$ cat config.mk
export PLATFORM = sky130hd
export DESIGN_NAME = core_ctrl
export DESIGN_NICKNAME = d
export VERILOG_FILES = /design/src/rtl/core_ctrl.sv
export SDC_FILE = /design/constraint.sdc
export NUM_CORES = 1
export LEC_CHECK = 0
export BUFFER_PORTS_ARGS = -buffer_cell sky130_fd_sc_hd__buf_2
export CAP_MARGIN = 40
export CORE_MARGIN = 3
export CORE_UTILIZATION = 46
export CTS_CLUSTER_DIAMETER = 120
export CTS_CLUSTER_SIZE = 28
export DETAILED_ROUTE_END_ITERATION = 7
export GPL_TIMING_DRIVEN = 0
export SKIP_LAST_GASP = 1
export SYNTH_ARGS = -nofsm -noshare
export SYNTH_HDL_FRONTEND = slang
export SYNTH_SLANG_ARGS = --single-unit
export TNS_END_PERCENT = 20
$ cat constraint.sdc
create_clock -name clk -period 2.8 [get_ports clk]
set_input_delay 0.7 -clock clk [delete_from_list [all_inputs] [get_ports clk]]
set_output_delay 0.7 -clock clk [all_outputs]
set_load 0.05 [all_outputs]
$ cat src/rtl/core_ctrl.sv
// Job sequencer for the systolic core: per kernel position it loads weights, gaps,
// loads activations, executes, then drains the output FIFO into psum memory.
module core_ctrl #(
  parameter int unsigned col     = 8,
  parameter int unsigned len_nij = 36,
  parameter int unsigned len_kij = 9,
  parameter int unsigned gap_cyc = 13
) (
  input  logic        clk,
  input  logic        reset,
  input  logic        start,
  input  logic        ofifo_valid,
  output logic [33:0] inst,
  output logic [3:0]  kij,
  output logic        busy,
  output logic        done
);

  localparam int CW = 16;
  // pmem CEN/WEN are bits 32/31 and xmem CEN/WEN are bits 19/18; everything else low
  localparam logic [33:0] IDLE_WORD = 34'h1_800C_0000;
  localparam logic [CW-1:0] COL_C   = CW'(col);
  localparam logic [CW-1:0] KLD_END = CW'(3 * col - 1);
  localparam logic [CW-1:0] GAP_END = CW'(gap_cyc - 1);
  localparam logic [CW-1:0] NIJ_C   = CW'(len_nij);
  localparam logic [CW-1:0] NIJ_M1  = CW'(len_nij - 1);
  localparam logic [3:0]    KIJ_END = 4'(len_kij - 1);

  typedef enum logic [2:0] {
    S_IDLE, S_WL0, S_KLD, S_GAP, S_AL0, S_EXE, S_ORD, S_FIN
  } state_t;

  state_t          state, state_n;
  logic [CW-1:0]   cnt, cnt_n;
  logic [CW-1:0]   rd_cnt, rd_n;
  logic [CW-1:0]   wr_cnt, wr_n;
  logic [3:0]      kij_n;
  logic [33:0]     inst_d;

  always_ff @(posedge clk) begin
    if (reset) begin
      state  <= S_IDLE;
      cnt    <= '0;
      rd_cnt <= '0;
      wr_cnt <= '0;
      kij    <= '0;
      inst   <= IDLE_WORD;
    end else begin
      state  <= state_n;
      cnt    <= cnt_n;
      rd_cnt <= rd_n;
      wr_cnt <= wr_n;
      kij    <= kij_n;
      inst   <= inst_d;
    end
  end

  always_comb begin
    state_n = state;
    cnt_n   = cnt;
    rd_n    = rd_cnt;
    wr_n    = wr_cnt;
    kij_n   = kij;
    inst_d  = IDLE_WORD;

    // a read on the output bus this cycle becomes a pmem write in the next word
    if (inst[6]) begin
      inst_d[32]    = 1'b0;
      inst_d[31]    = 1'b0;
      inst_d[30:20] = 11'(32'(kij) * len_nij + 32'(wr_cnt));
      wr_n          = wr_cnt + 1'b1;
    end

    case (state)
      S_IDLE: begin
        if (start) begin
          state_n = S_WL0;
          kij_n   = '0;
          cnt_n   = '0;
        end
      end
      S_WL0: begin
        if (cnt < COL_C) begin
          inst_d[19]   = 1'b0;
          inst_d[17:7] = 11'(32'h400 + 32'(kij) * col + 32'(cnt));
        end
        if (cnt != '0) inst_d[2] = 1'b1;
        if (cnt == COL_C) begin
          state_n = S_KLD;
          cnt_n   = '0;
        end else begin
          cnt_n = cnt + 1'b1;
        end
      end
      S_KLD: begin
        inst_d[0] = 1'b1;
        if (cnt < COL_C) inst_d[3] = 1'b1;
        if (cnt == KLD_END) begin
          state_n = S_GAP;
          cnt_n   = '0;
        end else begin
          cnt_n = cnt + 1'b1;
        end
      end
      S_GAP: begin
        if (cnt == GAP_END) begin
          state_n = S_AL0;
          cnt_n   = '0;
        end else begin
          cnt_n = cnt + 1'b1;
        end
      end
      S_AL0: begin
        if (cnt < NIJ_C) begin
          inst_d[19]   = 1'b0;
          inst_d[17:7] = 11'(cnt);
        end
        if (cnt != '0) inst_d[2] = 1'b1;
        if (cnt == NIJ_C) begin
          state_n = S_EXE;
          cnt_n   = '0;
        end else begin
          cnt_n = cnt + 1'b1;
        end
      end
      S_EXE: begin
        inst_d[1] = 1'b1;
        inst_d[3] = 1'b1;
        if (cnt == NIJ_M1) begin
          state_n = S_ORD;
          cnt_n   = '0;
          rd_n    = '0;
          wr_n    = '0;
        end else begin
          cnt_n = cnt + 1'b1;
        end
      end
      S_ORD: begin
        if (rd_cnt < NIJ_C) begin
          inst_d[6] = ofifo_valid;
          rd_n      = rd_cnt + CW'(ofifo_valid);
        end
        // leave once the final write has been issued; stall otherwise
        if (inst[6] && wr_cnt == NIJ_M1) begin
          cnt_n = '0;
          if (kij == KIJ_END) begin
            state_n = S_FIN;
          end else begin
            state_n = S_WL0;
            kij_n   = kij + 1'b1;
          end
        end
      end
      S_FIN: state_n = S_IDLE;
      default: state_n = S_IDLE;
    endcase
  end

  assign busy = (state != S_IDLE);
  assign done = (state == S_FIN);

endmodule

Word level (Yosys, flattened, before mapping)
Cells that the tools add are included.

operators by class
  $add $sub $neg = 7
  multipliers = 1
  divide/modulo/power cells = 0
  order comparisons = 3
  equal/unequal tests = 23
  shifts and indexed selects = 0
  muxes and demuxes = 39
  bitwise logic cells = 4
  reductions and logical operators = 15

operators by type and width
  kind                   number
  $mux 16                12
  $pmux 16 s7            1
  $eq 16x6->1 const B    3
  $add 16x1->16 const B  2
  $eq 16x4->1 const B    2
  $lt 16x6->1 const B    2
  $pmux 16 s2            1
  $mux 3                 8
  $pmux 3 s8             1
  $mux 11                2
  $pmux 11 s2            1
  $ne 2x2->1 const B     9
  $add 16x1->16          1
  $eq 16x5->1 const B    1
  $lt 16x4->1 const B    1
  $reduce_bool 16->1     1
  $mux 13                1
  $eq 3x3->1 const B     4
  $mux 4                 3
  $add 10x11->11         1
  $add 11x11->11         1
  $add 11x7->11 const A  1
  $mul 4x4->8 const B    1
  $pmux 4 s2             1
  other kinds (17)       31

storage, ports and cells
  flip-flop bits (word level) = 89
  latch bits = 0
  bits in writable memories = 0
  memory bits (read-only) = 0
  input bits = 4
  output and inout bits = 40
  word-level logic and storage cells = 102
  memories = 0

Longest topological paths before layout
  word-level depth = 4
  gate-level depth with buffers = 9
  gate-level depth less buffers = 9

Worst setup path before layout
OpenSTA, ideal clock, no wires.

  kind = register to register
  start = reg kij[0]
  end = reg inst[30]
  setup time = 0.117 ns
  arrival = 2.320 ns
  data required time = 2.683 ns
  slack = 0.363 ns
  stages on the path, launching flop included = 9
  buffers on the path = 0
  clock period less this slack = 2.437 ns
  path through = dfxtp_1 > ha_1 > fa_1 > a21o_1 > a21oi_1 > o21bai_1 > a2111oi_0 > or4_1 > nand2_1

on the way
  longest elaborated chain between the ends = 2

ends and longest elaborated chain
  item                    line  text
  from (decl)             14    output logic [3:0] kij,
  from (signal assigned)  53    kij <= kij_n;
  $mul 4x4->8             70    inst_d[30:20] = 11'(32'(kij) * len_nij + 32'(wr_cnt));
  $add 10x11->11          70
  to (signal assigned)    54    inst <= inst_d;
  to (decl)               13    output logic [33:0] inst,

No other way between the ends.
A chain may end at the register's enable or synchronous reset.

Worst setup path in the final report
Same ends and word-level chain as after synthesis.

==> flow_summary.toml <==
[outcome]
outcome = "finished clean"

[placement]
pre_cts_slack_ns = 0.166
hpwl_mm = 6.49
io_buffers = 39
gp_congestion = 0.847

[cts]
post_cts_buffers = 0
clockBufferDepth = 2
hold_buffers = 0
numCtsBuffers = 9
cts_tree = "done"
path_clk_slew_ns = 0.08
worstSkewPairLatency_ns = 0.36
htree_levels = 3
cts.sinks = 84
cts_root_buf = "clkbuf_8"

[yosys]
synth_area_per_cell_um2 = 8.89
synth_compound_area_share_pct = 13.6
synth_seq_cells = 84
synth_top_family_by_area = "simple AND/OR/NAND/NOR gates"
synthMuxAreaShare_pct = 1.72
synthSimpleGateAreaFrac_pct = 24.1
synth_area_mm2 = 0.00407
seq_area_frac_synth_pct = 41.3
netlist_instances = 458
postSynth.asyncResetShare_pct = 0
ys.warnings.count = 0
yosysUniqueCellTypes = 57
synth_ff_type = "dfxtp_1"
synth_edf_count = 0
synthAdderAreaFrac_pct = 8.05
synth_xor_xnor_area_share_pct = 6.23

[worst_setup_path]
crit_arrival_ns = 2.74
reg2reg_to = "inst[30]$_SDFF_PP0_"
r2r_cells = 8
r2r_slack_ns = 0.31
critPathCaptureType = "register"
critPathRequiredTime_ns = 3.04
worst-path-max-fanout = 7
rr_startpoint = "kij[0]$_SDFFE_PP0P_"
start_kind = "register"
critPathKind = "register to register"

[hold_path]
whs_endpoint = "rd_cnt[13]$_SDFFE_PP0P_"
hold_path_depth = 2
hold_class = "register to register"
hp-start = "rd_cnt[13]$_SDFFE_PP0P_"

[timing]
setup_viol = 0
max_slew.worst_pin.slew_ns = 0.882
period_needed_ns = 2.49
fin_crit_sh_pct = 89.1
fmax_ghz = 0.401
setup-tns-final_ns = 0
rsz0062_at_grt = "no"
clock_skew_ns = 0.0153
final-hold-violation-count = 0
maxSlewHeadroom_pct = 39.7
maxSlewViolCount = 0
hold-worst-slack_ns = 0.434
setup_slack_ns = 0.306

[final_layout]
fillers = 790
diodes = 0
final_nets = 541
layout-drive-gt1-share_pct = 15.3
area_delta_synth_final_pct = 13.5
final_cell_mix = "dfxtp_1 (84), nor2_1 (66), buf_2 (47)"
final_common_cell = "dfxtp_1"

[detailed_routing]
first_pass_iters = 4
routedWlPerCell_um = 13.9
ant_nets = 0
wirelength_mm = 8.67
drt_drc_violations_left = 0
dr.first_iter.drc_count = 134
vias = 3275
via_per_inst = 5.27

[die]
start_util_pct = 48.4
die_w_um = 100
die_h_um = 100
dieArea_mm2 = 0.0100
io_pins = 44
fp-row-count = 33
core_area_mm2 = 0.00842

[global_route]
grt_usage_pct = 18.4
grt_max_degree = 16
gr-total-overflow = 0
grt_pass1_wl_mm = 14.9
grt_pass1_vias = 3151
antenna_found_initial = 0

[run]
maxCapViolCount = 0

[power_and_ir_drop]
p_leak_nw = 2.01
ir_drop_v = 0.000305
powerDensity_mw_per_mm2 = 587
==> synth_stat cells, drive strengths merged, types with 7 or more instances <==
| cell type | count | area, um^2 |
|---|---|---|
| a21oi | 31 | 155 |
| a31oi | 10 | 62.6 |
| and2 | 8 | 50.1 |
| and3 | 10 | 62.6 |
| buf | 14 | 81.3 |
| dfxtp | 84 | 1680 |
| ha | 23 | 288 |
| inv | 24 | 90.1 |
| mux2i | 7 | 70.1 |
| nand2 | 21 | 78.8 |
| nand2b | 7 | 43.8 |
| nand3 | 19 | 108 |
| nand4 | 9 | 56.3 |
| nor2 | 66 | 248 |
| nor4 | 10 | 92.6 |
| o21ai | 15 | 75.1 |
| xnor2 | 11 | 96.3 |
| xor2 | 18 | 158 |
==> worst max path at each step <==
| stage | from | end | cells after the start |
|---|---|---|---|
| after floorplan | kij[0]$_SDFFE_PP0P_ | inst[30]$_SDFF_PP0_ | 8 |
| after global placement | cnt[0]$_SDFFE_PP0P_ | cnt[5]$_SDFFE_PP0P_ | 9 |
| after detailed placement | cnt[0]$_SDFFE_PP0P_ | cnt[4]$_SDFFE_PP0P_ | 9 |
| after CTS | cnt[0]$_SDFFE_PP0P_ | cnt[5]$_SDFFE_PP0P_ | 9 |
| after global routing | kij[1]$_SDFFE_PP0P_ | inst[29]$_SDFF_PP0_ | 7 |
| final | kij[0]$_SDFFE_PP0P_ | inst[30]$_SDFF_PP0_ | 8 |
==> final cells by class <==
| class | instances | area [um^2] | share of cell area, % |
|---|---|---|---|
| well taps | 105 | 131 | 2.84 |
| repair buffers | 39 | 195 | 4.22 |
| flip-flops and latches | 84 | 1680 | 36.4 |
| multi-input cells | 333 | 2220 | 47.9 |
| clock buffers | 9 | 124 | 2.68 |
| inverters | 25 | 93.8 | 2.03 |
| plain buffers | 20 | 104 | 2.25 |
| clock inverters | 7 | 76.3 | 1.65 |
==> power breakdown <==
group | total (W) | leakage (nW) | internal, W | switching, W
clock | 0.000872 | 0.101 | 0.000418 | 0.000454
sequential | 0.00128 | 0.678 | 0.00124 | 0.0000366
combinational | 0.000566 | 1.23 | 0.000167 | 0.000399
total | 0.00271 | 2.01 | 0.00182 | 0.000890
==> routing by layer <==
| metal | track usage [%] | wire (um) |
|---|---|---|
| met5 | 0 | 0 |
| met4 | 5.49 | 145 |
| met3 | 4.10 | 275 |
| met2 | 30.1 | 4150 |
| met1 | 24.3 | 4110 |
==> registers in the layout, summed over array words and instances (netlist names) <==
name    flops
cnt        16
inst       29
kij         4
rd_cnt     16
state       3
wr_cnt     16
==> kinds of logic after synthesis <==
logic type	Yosys count
AND/OR/NAND/NOR	183
flip-flops	84
AO/OA/AOI/OAI	83
buffers and inverters	45
XOR/XNOR	29
adder cells (fa/ha/maj)	25
multiplexers	7
other	2
==> worst max-delay path: stages, from the launching register on <==
cell	delay, ns
dfxtp_1	0.41
ha_1	0.27
fa_1	0.43
a21o_1	0.18
a21oi_1	0.21
o21bai_1	0.12
a2111oi_0	0.53
or4_1	0.19
nand2_1	0.04
==> metrics by stage <==
step / instances / util (%) / power [W] / instance area (um^2)
2_1_floorplan: 462 / - / 0.00173 / 4090
3_3_place_gp: 606 / 52.4 / 0.00185 / 4420
3_5_place_dp: 606 / 52.4 / 0.00186 / 4420
4_1_cts: 622 / 54.8 / 0.00274 / 4620
5_1_grt: 622 / 54.9 / 0.00287 / 4620
6_report: 622 / 54.9 / 0.00271 / 4620
==> timing repair <==
| action | 4_1_cts | 5_1_grt |
|---|---|---|
| setup endpoints to repair | 0 | 9 |
| hold endpoints to repair | 0 | 0 |
| gates resized for setup | 0 | 1 |
Power figures use the tool's default switching activity.
